===== config.mk =====
export PLATFORM = sky130hd
export DESIGN_NAME = uart_tx_buffered
export DESIGN_NICKNAME = d
export VERILOG_FILES = /design/src/rtl/uart_pkg.sv /design/src/rtl/uart_tx_serializer.sv /design/src/rtl/uart_tx_buffered.sv
export SDC_FILE = /design/constraint.sdc
export NUM_CORES = 1
export LEC_CHECK = 0
export ABC_AREA = 0
export BUFFER_PORTS_ARGS = -buffer_cell sky130_fd_sc_hd__buf_2
export CORE_MARGIN = 5
export CORE_UTILIZATION = 30
export DETAILED_ROUTE_END_ITERATION = 8
export PLACE_DENSITY = 0.5
export SLEW_MARGIN = 5
export SYNTH_ARGS = -nofsm -noshare
export SYNTH_HDL_FRONTEND = slang
export SYNTH_SLANG_ARGS = --single-unit

===== constraint.sdc =====
create_clock -name clk -period 4.15 [get_ports clk]
set_input_delay 0.415 -clock clk [delete_from_list [all_inputs] [get_ports clk]]
set_output_delay 0.415 -clock clk [all_outputs]
set_load 0.01 [all_outputs]

===== src/rtl/uart_pkg.sv =====
// Shared constants and types for the buffered UART transmit channel.
package uart_pkg;

  localparam int unsigned DEFAULT_CLK_FREQ = 100_000_000;
  localparam int unsigned DEFAULT_BAUD     = 9600;

  // Start bit + 8 data bits + stop bit.
  localparam int unsigned FRAME_BITS = 10;

  typedef enum logic {
    SER_IDLE = 1'b0,
    SER_SEND = 1'b1
  } ser_state_t;

endpackage


===== src/rtl/uart_tx_serializer.sv =====
// 8N1 serializer: latches a byte on start and shifts it out LSB first.
module uart_tx_serializer
  import uart_pkg::*;
#(
  parameter int unsigned CLK_FREQ = DEFAULT_CLK_FREQ,
  parameter int unsigned BAUD     = DEFAULT_BAUD
) (
  input  logic       clk,
  input  logic       reset,
  input  logic       start,
  input  logic [7:0] data,
  output logic       txd,
  output logic       busy
);

  localparam int unsigned BIT_CYC = CLK_FREQ / BAUD;
  localparam int unsigned CNT_W   = $clog2(BIT_CYC);
  localparam int unsigned IDX_W   = $clog2(FRAME_BITS);
  localparam logic [CNT_W-1:0] CNT_LAST = CNT_W'(BIT_CYC - 1);
  localparam logic [IDX_W-1:0] IDX_LAST = IDX_W'(FRAME_BITS - 1);

  ser_state_t       state_q, state_d;
  logic [CNT_W-1:0] bit_cnt;
  logic [IDX_W-1:0] bit_idx;
  logic [8:0]       shreg;
  logic             load, advance;

  assign busy = (state_q == SER_SEND);

  // State register; a reset aborts any frame in progress.
  always_ff @(posedge clk or posedge reset) begin
    if (reset) state_q <= SER_IDLE;
    else       state_q <= state_d;
  end

  // Next state: accept start only when idle, finish after the stop bit.
  always_comb begin
    state_d = state_q;
    load    = 1'b0;
    advance = 1'b0;
    case (state_q)
      SER_IDLE: begin
        if (start) begin
          state_d = SER_SEND;
          load    = 1'b1;
        end
      end
      SER_SEND: begin
        if (bit_cnt == CNT_LAST) begin
          if (bit_idx == IDX_LAST) state_d = SER_IDLE;
          else                     advance = 1'b1;
        end
      end
      default: state_d = SER_IDLE;
    endcase
  end

  // Bit timing and line driver; txd rests high outside a frame.
  always_ff @(posedge clk or posedge reset) begin
    if (reset) begin
      bit_cnt <= '0;
      bit_idx <= '0;
      txd     <= 1'b1;
    end else if (load) begin
      bit_cnt <= '0;
      bit_idx <= '0;
      txd     <= 1'b0;
    end else if (busy) begin
      if (bit_cnt == CNT_LAST) begin
        bit_cnt <= '0;
        if (advance) begin
          bit_idx <= bit_idx + 1'b1;
          txd     <= shreg[0];
        end else begin
          txd     <= 1'b1;
        end
      end else begin
        bit_cnt <= bit_cnt + 1'b1;
      end
    end
  end

  // Shift register holds the remaining data bits with the stop bit behind them.
  always_ff @(posedge clk) begin
    if (load)         shreg <= {1'b1, data};
    else if (advance) shreg <= {1'b1, shreg[8:1]};
  end

endmodule


===== src/rtl/uart_tx_buffered.sv =====
// UART transmit channel: registered push path, FIFO, pop/start handshake, serializer.
module uart_tx_buffered
  import uart_pkg::*;
#(
  parameter int unsigned CLK_FREQ   = DEFAULT_CLK_FREQ,
  parameter int unsigned BAUD       = DEFAULT_BAUD,
  parameter int unsigned FIFO_DEPTH = 16
) (
  input  logic       clk,
  input  logic       reset,
  input  logic       uart_rxd,
  input  logic       uart_txd_enable,
  input  logic [7:0] uart_txd_data,
  output logic       uart_txd,
  output logic       zero,
  output logic [7:0] size
);

  localparam int unsigned AW = $clog2(FIFO_DEPTH);

  logic          unused_rxd;
  logic          wr_en;
  logic [7:0]    wr_data;
  logic [7:0]    mem [FIFO_DEPTH];
  logic [AW-1:0] wr_ptr, rd_ptr;
  logic [7:0]    size_q;
  logic [7:0]    hold;
  logic          full, empty, do_wr;
  logic          pop, start, pop_ready, pop_set;
  logic          busy;

  // Receive pin is reserved for a future receiver.
  assign unused_rxd = uart_rxd;

  assign size    = size_q;
  assign full    = (size_q == 8'(FIFO_DEPTH));
  assign empty   = (size_q == 8'd0);
  assign do_wr   = wr_en & ~full;
  assign pop_set = ~busy & ~empty & ~pop & pop_ready;

  // Push stage: capture the host strobe.
  always_ff @(posedge clk or posedge reset) begin
    if (reset) wr_en <= 1'b0;
    else       wr_en <= uart_txd_enable;
  end

  // Push stage data, no reset needed.
  always_ff @(posedge clk) begin
    wr_data <= uart_txd_data;
  end

  // FIFO pointers and occupancy; a push while full is silently dropped.
  always_ff @(posedge clk or posedge reset) begin
    if (reset) begin
      wr_ptr <= '0;
      rd_ptr <= '0;
      size_q <= 8'd0;
    end else begin
      if (do_wr) wr_ptr <= wr_ptr + 1'b1;
      if (pop)   rd_ptr <= rd_ptr + 1'b1;
      case ({do_wr, pop})
        2'b10:   size_q <= size_q + 8'd1;
        2'b01:   size_q <= size_q - 8'd1;
        default: size_q <= size_q;
      endcase
    end
  end

  // FIFO storage.
  always_ff @(posedge clk) begin
    if (do_wr) mem[wr_ptr] <= wr_data;
  end

  // Holding register feeding the serializer.
  always_ff @(posedge clk) begin
    if (pop) hold <= mem[rd_ptr];
  end

  // Drain handshake: pop_ready blocks a second pop until the serializer is busy.
  always_ff @(posedge clk or posedge reset) begin
    if (reset) begin
      pop       <= 1'b0;
      start     <= 1'b0;
      pop_ready <= 1'b1;
      zero      <= 1'b0;
    end else begin
      pop   <= pop_set;
      start <= pop;
      zero  <= start & (hold == 8'h00);
      if (pop_set)   pop_ready <= 1'b0;
      else if (busy) pop_ready <= 1'b1;
    end
  end

  uart_tx_serializer #(
    .CLK_FREQ (CLK_FREQ),
    .BAUD     (BAUD)
  ) u_ser (
    .clk   (clk),
    .reset (reset),
    .start (start),
    .data  (hold),
    .txd   (uart_txd),
    .busy  (busy)
  );

endmodule


## Word level (Yosys, flattened, before mapping)

Memories as Yosys holds them, arrays and structs flattened. A register that Yosys moved wholly into a read port is not among the register bits.
Cells that the tools add are included.

| storage, ports and cells | value |
|---|---|
| output and inout port bits | 10 |
| register bits after elaboration | 57 |
| bits in writable memories | 128 |
| input port bits | 12 |
| memories | 1 |

Memory list:

| name | words | bits a word | rd ports | clocked after Yosys merged registers in | wr ports | line | source |
|---|---|---|---|---|---|---|---|
| mem | 16 | 8 | 1 | 1 | 1 | uart_tx_buffered.sv:24 | `logic [7:0] mem [FIFO_DEPTH];` |

| operators by class | value |
|---|---|
| multiplexer cells | 25 |
| reduce and logical (&&, ||, !) cells | 9 |
| eq/ne operators | 5 |
| bitwise logic cells | 9 |
| $add $sub $neg | 6 |

Operators by type and width:

| cell | number |
|---|---|
| $mux W14 | 3 |
| $logic_not A8 Y1 | 2 |
| $mux W4 | 4 |
| $mux W8 | 2 |
| $pmux W8 S2 | 1 |
| $add A14 B1 Y14 const B | 1 |
| $eq A14 B14 Y1 const B | 1 |
| $mux W1 | 14 |
| $add A4 B1 Y4 const B | 3 |
| $reduce_bool A2 Y1 | 5 |
| $add A8 B1 Y8 const B | 1 |
| $eq A8 B5 Y1 const B | 1 |
| $sub A8 B1 Y8 const B | 1 |
| $and A1 B1 Y1 | 5 |
| $eq A4 B4 Y1 const B | 1 |
| $not A1 Y1 | 4 |
| $reduce_and A3 Y1 | 1 |
| $eq A2 B1 Y1 const B | 1 |
| $eq A2 B2 Y1 const B | 1 |
| $pmux W1 S2 | 1 |
| $reduce_and A2 Y1 | 1 |

## Depth between registers and ports, before layout

Gate-level depths: netlist of run 1.

| depth | value |
|---|---|
| depth after elaboration | 8 |
| depth in mapped cells | 14 |
| gate-level depth less buffers | 12 |

## Modules after synthesis

From an unflattened synthesis of run 1, not the netlist that was laid out.

| unflattened totals | value |
|---|---|
| cell total of the unflattened synthesis | 480 |
| area total of the unflattened synthesis | 7,997.7 um^2 |

By module, submodules not included:

| module | area an instance (um^2) | instances | cells each |
|---|---|---|---|
| uart_tx_buffered | 6,555.0 | 1 | 336 |
| uart_tx_serializer | 1,442.6 | 1 | 144 |

## Worst setup path before layout of run 1

OpenSTA, ideal clock, no wires.

| timing | value |
|---|---|
| path type | register -> register |
| start | register size_q[3], in the netlist size[3] |
| end | register size_q[6], in the netlist size[6] |
| library setup time | 0.080 ns |
| arrival time | 2.996 ns |
| period minus slack after synthesis | 3.076 ns |
| path buffers | 2 |
| data required time | 4.070 ns |
| path slack | 1.074 ns |
| cell stages (with the launch flop) | 15 |
| cell sequence | dfrtp_1 -> clkbuf_1 -> nor4_1 -> nand2_1 -> o21a_1 -> inv_1 -> ha_1 -> clkbuf_1 -> xor2_1 -> ha_1 -> a41oi_1 -> nor2b_1 -> o22ai_1 -> a211oi_1 -> xnor2_1 |

| between the ends | value |
|---|---|
| word-level cells in the longest chain between the ends | 5 |
| elaborated cells on any way between the ends | 9 |

Ends and longest elaborated chain:

| what | line | source |
|---|---|---|
| start, declared | uart_tx_buffered.sv:26 | `logic [7:0] size_q;` |
| start signal, assigned | uart_tx_buffered.sv:62 | `2'b10: size_q <= size_q + 8'd1;` |
| start signal, assigned | uart_tx_buffered.sv:63 | `2'b01: size_q <= size_q - 8'd1;` |
| start signal, assigned | uart_tx_buffered.sv:64 | `default: size_q <= size_q;` |
| parallel branches: the longest is 5 deep, another holds $sub A8 B1 Y8 | n/a |  |

Several ways; the timed one is not identified.
A chain may end at the register's enable or synchronous reset.

## Final worst setup path of run 1

| timing | value |
|---|---|
| start | register size_q[3], in the netlist size[3] |
| end | register size_q[7], in the netlist size[7] |

The elaborated chain is that of the path after synthesis.

==> impl_metrics.env, run 1 <==
export IMPL_final_min_clock_period_ps=3410
export IMPL_antenna_found_initial=0
export IMPL_diodes=0
export IMPL_hold_violations=0
export IMPL_synth_edf_count=144
export IMPL_grt_max_degree=42
export IMPL_grt_pass1_wl_um=23700
export IMPL_grt_pass1_vias=4265
export IMPL_relSlewSlack_pct=27.8
export IMPL_setup_violations=0
export IMPL_synth_adder_area_share_pct=1.72
export IMPL_synthToLayoutAreaGrowth_pct=12.7
export IMPL_htreeDepth=4
export IMPL_fmax_mhz=294
export IMPL_final_antenna_net_count=0
export IMPL_clk_insertion_delay_late_ps=430
export IMPL_routed_via_count=4069
export IMPL_layout_nets=533
export IMPL_clkTransAtPathRegs_ps=70
export IMPL_post_cts_buffers=0
export IMPL_drt_iter0_markers=166
export IMPL_finalCritPeriodShare_pct=82.1
export IMPL_synth_top_family_by_area="multiplexers"
export IMPL_initial_utilization_pct=30.6
export IMPL_setup_ws_ps=744
export IMPL_synth_nets=516
export IMPL_vdd_drop_max_mv=0.246
export IMPL_maxCapViolCount=0
export IMPL_die_area_um2=30000
export IMPL_drive_gt1_share_pct=21.4
export IMPL_ctsRootBufferMaster="clkbuf_16"
export IMPL_wl_per_cell_um=16.9
export IMPL_cts_resized=0
export IMPL_place_port_buffers=20
export IMPL_holdBufCountCts=0
export IMPL_gp_congestion=0.770
export IMPL_rsz0062_at_grt="false"
export IMPL_crit_type="reg2reg"
export IMPL_status="completed"
export IMPL_grt_usage_pct=10.0
export IMPL_cts_made_buffers=17
export IMPL_muxShareOfSynthArea_pct=11.7
export IMPL_wl_um=14500
export IMPL_synth_area_um2=7990
export IMPL_clock_skew_ps=11.1
export IMPL_fp_dieW_um=173
export IMPL_synth_xor_xnor_area_share_pct=2.41
export IMPL_boundaryPins=22
export IMPL_synth_top_cell_by_area="edfxtp_1"
export IMPL_synth_top_cell_area_share_pct=54.1
export IMPL_ys_ff_latch=193
export IMPL_syn_avg_cell_area_um2=16.2
export IMPL_hpwl_um=9780
export IMPL_power_density_nw_per_um2=491
export IMPL_r2r_cells=10
export IMPL_synth_distinct_cells=56
export IMPL_cts_sinks=193
export IMPL_ys_flop_type="edfxtp_1"
export IMPL_fillers=2529
export IMPL_overflow=0
export IMPL_synth_compound_area_share_pct=4.12
export IMPL_worstPathArrival_ps=3700
export IMPL_tns_ps=0
export IMPL_worstPathMaxFanout=16
export IMPL_die_h_um=173
export IMPL_fp_coreArea_um2=26100
export IMPL_drv_slew=0
export IMPL_hold_depth=1
export IMPL_crit_path_end_kind="flop"
export IMPL_viasPerCell=4.74
export IMPL_multiInputGateArea_um2=2330
export IMPL_rows=59
export IMPL_max_slew_worst_pin_slew_ps=1070
export IMPL_seq_area_um2=5520
export IMPL_ys_top_cells_by_area="edfxtp_1 (54%), dfrtp_1 (12%), mux4_2 (11%)"
export IMPL_drt_pass1_iterations=4
export IMPL_cts_tree="yes"
export IMPL_yosysWarnings=0
export IMPL_synthSimpleGateAreaFrac_pct=9.24
export IMPL_ys_seq_area_share_pct=69.0
export IMPL_required_ps=4440
export IMPL_startpoint_type="flop"
export IMPL_async_flop_share_pct=21.2
export IMPL_p_leak_uw=0.00304
export IMPL_hp_class="in2reg"
export IMPL_dp_slack_ps=775
export IMPL_cts_buffer_depth=2
export IMPL_syn_inst=493
export IMPL_route_detailed_drc=0
stage by stage:
stage               cells  hold slack (ps)  utilization, %  power [uW]  area [um^2]
finish                858             83.1            34.5        4420         9000
global placement      826              475            32.2        2870         8430
floorplan             493              400               -        2720         7990
global route          858             56.8            34.5        4630         9000
detailed placement    826              477            32.2        2890         8430
CTS                   858             61.0            34.5        4480         9000
path summary, 6_finish.rpt:
path	from	endpoint	slack [ps]
worst max-delay path	size[3]$_DFFE_PP0P_	size[7]$_DFFE_PP0P_	740
worst min-delay path	uart_txd_data[3]	wr_data[3]$_DFF_P_	80
worst max register to register	size[3]$_DFFE_PP0P_	size[7]$_DFFE_PP0P_	740
worst min register to register	hold[7]$_DFFE_PP_	zero$_DFF_PP0_	480
max in group asynchronous	reset	rd_ptr[1]$_DFFE_PP0P_	3630
min in group asynchronous	reset	u_ser.bit_idx[3]$_DFFE_PP0P_	120
state kept, by name, summed over array words and instances (netlist names), 4 cells and up:
signal,flops
mem,128
u_ser.bit_cnt,14
hold,8
size,8
u_ser.shreg,8
wr_data,8
rd_ptr,4
u_ser.bit_idx,4
wr_ptr,4
worst max-delay path, cell delays in order, from the launching register on:
cell	delay, ps
dfrtp_1	510
nor4_1	380
nand2_1	130
o21a_1	290
inv_1	180
ha_1	530
and4b_1	260
a31oi_1	280
or3b_2	490
o311ai_0	130
nor3_1	100
report_power, final:
group          internal [uW]  switching [uW]
clock network            817             768
logic                    183             251
registers               2260             141
metal layers:
metal	track usage, %	part of all wire [%]
met1	12.9	46
met2	17.1	51
met3	2.12	2.0
met4	3.29	1.2
met5	0	0
area by class of cell:
cell class	count	share of cell area [%]
Sequential cell	193	61.3
Inverter	10	0.417
Clock inverter	14	1.54
Multi-Input combinational cell	265	25.9
Tap cell	335	4.66
Timing Repair Buffer	23	1.36
Clock buffer	18	4.88
cells in the final DEF, fill, tap and decap left out, types with 5 or more instances in the layout:
cell type,n
edfxtp_1,144
nand2_1,47
mux4_2,40
dfrtp_1,37
nor2_1,20
buf_2,20
clkbuf_16,17
and2_1,16
xnor2_1,14
ha_1,11
o21ai_0,10
inv_1,9
nand4_1,8
xor2_1,8
a31oi_1,8
dfxtp_1,8
nand3_1,7
a21oi_1,7
inv_6,6
and3_1,5
nor3_1,5
cell usage after synthesis, drive strengths merged, types with 8 or more instances:
| cell | count |
|---|---|
| dfrtp | 39 |
| inv | 10 |
| clkbuf | 18 |
| nand2 | 47 |
| nand4 | 8 |
| xor2 | 8 |
| nor2 | 20 |
| xnor2 | 14 |
| nand3 | 8 |
| mux4 | 40 |
| and2 | 16 |
| o21ai | 14 |
| ha | 11 |
| a31oi | 8 |
| dfxtp | 8 |
| edfxtp | 144 |
cells by family (layout without fill, tap and decap cells):
kind of cell	count (synthesis)	in the layout
AO/OA/AOI/OAI	50	50
adder cells (fa/ha/maj)	11	11
AND/OR/NAND/NOR	139	139
XOR/XNOR	22	22
buffers and inverters	35	65
flip-flops	193	193
multiplexers	43	43
Note: power is estimated with default switching activity, not from simulation.
==> inputs of run 2 (changes only) <==
PLACE_DENSITY = 0.52   (was 0.5)
clock period = 3.12 ns   (was 4.15 ns; I/O delays follow)
==> run 2 against run 1 <==
Against the previous run: cell count grew 1.9%; register-to-register slack worse by 430 ps; clock power is 42% higher; final area increased by 2.4%; global-route usage rose by 0.32 points; non-clock buffer count increased by 16; count of clock-buffer cells in the layout down 1; utilization is 0.84 points higher; critical path type unchanged; critical endpoint unchanged; largest cell class unchanged; largest power group unchanged.
==> impl_metrics.env, run 2 (same netlist as run 1, synthesis figures left out) <==
export IMPL_hpwl_um=9670
export IMPL_fp_dieW_um=173
export IMPL_rows=59
export IMPL_die_h_um=173
export IMPL_cts_made_buffers=17
export IMPL_viasPerCell=4.75
export IMPL_clkTransAtPathRegs_ps=80
export IMPL_maxCapViolCount=0
export IMPL_grt_max_degree=42
export IMPL_layout_common_cells="edfxtp_1 (144), nand2_1 (47), mux4_2 (40)"
export IMPL_rr_endpoint="size[7]$_DFFE_PP0P_"
export IMPL_drive_gt1_share_pct=22.1
export IMPL_cts_buffer_depth=2
export IMPL_use_met3_pct=2.18
export IMPL_final_common_cell="edfxtp_1"
export IMPL_clk_insertion_delay_late_ps=430
export IMPL_r2r_cells=11
export IMPL_dp_slack_ps=261
export IMPL_diodes=0
export IMPL_wl_um=14700
export IMPL_antenna_found_initial=0
export IMPL_boundaryPins=22
export IMPL_fp_coreArea_um2=26100
export IMPL_htreeDepth=4
export IMPL_cts_tree="yes"
export IMPL_crit_type="reg2reg"
export IMPL_grt_usage_pct=10.4
export IMPL_drt_iter0_markers=250
export IMPL_routed_via_count=4152
export IMPL_drv_slew=0
export IMPL_route_detailed_drc=0
export IMPL_slowest_stage="dfrtp_1"
export IMPL_vdd_drop_max_mv=0.387
export IMPL_crit_path_cell_trace="nor4_2, nand2_1, o21a_1, inv_1, ha_1, buf_4, o31ai_1, and3_1, or3b_2, o311ai_0, nor3_1"
export IMPL_seq_area_um2=5510
export IMPL_use_met1_pct=13.4
export IMPL_worstPathArrival_ps=3110
export IMPL_overflow=0
export IMPL_relSlewSlack_pct=44.9
export IMPL_p_leak_uw=0.00314
export IMPL_crit_end="size[7]$_DFFE_PP0P_"
export IMPL_fillers=2517
export IMPL_top_register="mem"
export IMPL_crit_path_end_kind="flop"
export IMPL_place_port_buffers=20
export IMPL_drt_pass1_iterations=4
export IMPL_reg2reg_slack_ps=310
export IMPL_busiest_layer="met2"
export IMPL_critPathBufInv=2
export IMPL_gp_congestion=0.759
export IMPL_biggestRegsByFlops="mem: 128 flops, u_ser.bit_cnt: 14 flops"
export IMPL_multiInputGateArea_um2=2340
export IMPL_clock_skew_ps=12.0
export IMPL_max_slew_worst_pin_slew_ps=826
export IMPL_setup_ws_ps=312
export IMPL_final_antenna_net_count=0
export IMPL_status="completed"
export IMPL_cts_sinks=193
export IMPL_rsz0062_at_grt="false"
export IMPL_layout_nets=549
export IMPL_startpoint_type="flop"
export IMPL_largest_register_ffs=128
export IMPL_finalCritPeriodShare_pct=90.0
export IMPL_reg2reg_from="size[7]$_DFFE_PP0P_"
export IMPL_initial_utilization_pct=30.6
export IMPL_ctsRootBufferMaster="clkbuf_16"
export IMPL_crit_path_start="size[7]$_DFFE_PP0P_"
export IMPL_tns_ps=0
export IMPL_path_delay_family="simple AND/OR/NAND/NOR gates"
export IMPL_post_route_util_pct=35.3
export IMPL_critPathMaxStageDelay_ps=470
export IMPL_hold_violations=0
export IMPL_fmax_mhz=356
export IMPL_met2_usage_pct=17.4
export IMPL_wl_per_cell_um=16.9
export IMPL_required_ps=3420
export IMPL_post_cts_buffers=0
export IMPL_synthToLayoutAreaGrowth_pct=15.4
export IMPL_setup_violations=0
export IMPL_grt_pass1_vias=4393
export IMPL_grt_pass1_wl_um=24300
export IMPL_worstPathMaxFanout=11
export IMPL_final_min_clock_period_ps=2810
export IMPL_die_area_um2=30000
export IMPL_path_depth=11
export IMPL_hp_class="in2async"
export IMPL_power_density_nw_per_um2=657
==> run 2: worst reg2reg max path, delay by kind of cell (launching register included) <==
family / cells / cell delay, ps
AND/OR/NAND/NOR: 5 / 1220
adder cells (fa/ha/maj): 1 / 290
buffers and inverters: 2 / 300
flip-flops: 1 / 470
AO/OA/AOI/OAI: 3 / 420
==> run 2: worst min path at each step <==
stage	from	endpoint	slack, ps	cells after the start
after global routing	reset	u_ser.bit_cnt[8]$_DFFE_PP0P_	60	3
after CTS	reset	u_ser.bit_cnt[8]$_DFFE_PP0P_	10	3
after floorplan	uart_txd_data[0]	wr_data[0]$_DFF_P_	340	0
after detailed placement	uart_txd_data[1]	wr_data[1]$_DFF_P_	420	1
final	reset	u_ser.bit_cnt[7]$_DFFE_PP0P_	8	3
after global placement	uart_txd_data[7]	wr_data[7]$_DFF_P_	420	1
==> run 2: power by group <==
part           switching, uW  leakage, uW  total [uW]  internal (uW)
registers                161      0.00189        3170           3000
logic                    374     0.000951         648            274
clock network           1070     0.000303        2250           1170
total                   1610      0.00314        6060           4450
==> run 2: what timing repair did <==
item	4_1_cts	5_1_grt
gates resized for setup	0	1
setup endpoints to repair	0	1
hold buffers	9	0
endpoints found under the hold margin	9	0
==> run 2: routing by layer <==
| metal | wire [um] | vias up |
|---|---|---|
| li1 | - | 1963 |
| met1 | 6730 | 2121 |
| met5 | 0 | - |
| met2 | 7450 | 57 |
| met4 | 178 | 0 |
| met3 | 390 | 11 |
==> run 2: final cells by class <==
cell class / instances / share of cell area [%]
well taps: 335 / 4.54
clock inverters: 15 / 2.29
repair buffers: 39 / 3.01
clock buffers: 17 / 4.61
flip-flops and latches: 193 / 59.8
multi-input cells: 265 / 25.3
inverters: 10 / 0.407
==> run 2: through the flow <==
stage               power (uW)  cells  hold WS (ps)  area, um^2
floorplan                 3610    493           340        7990
global placement          3840    833           415        8490
detailed placement        3870    833           416        8490
CTS                       6140    874          9.55        9220
global route              6350    874          61.5        9220
finish                    6060    874          8.19        9220
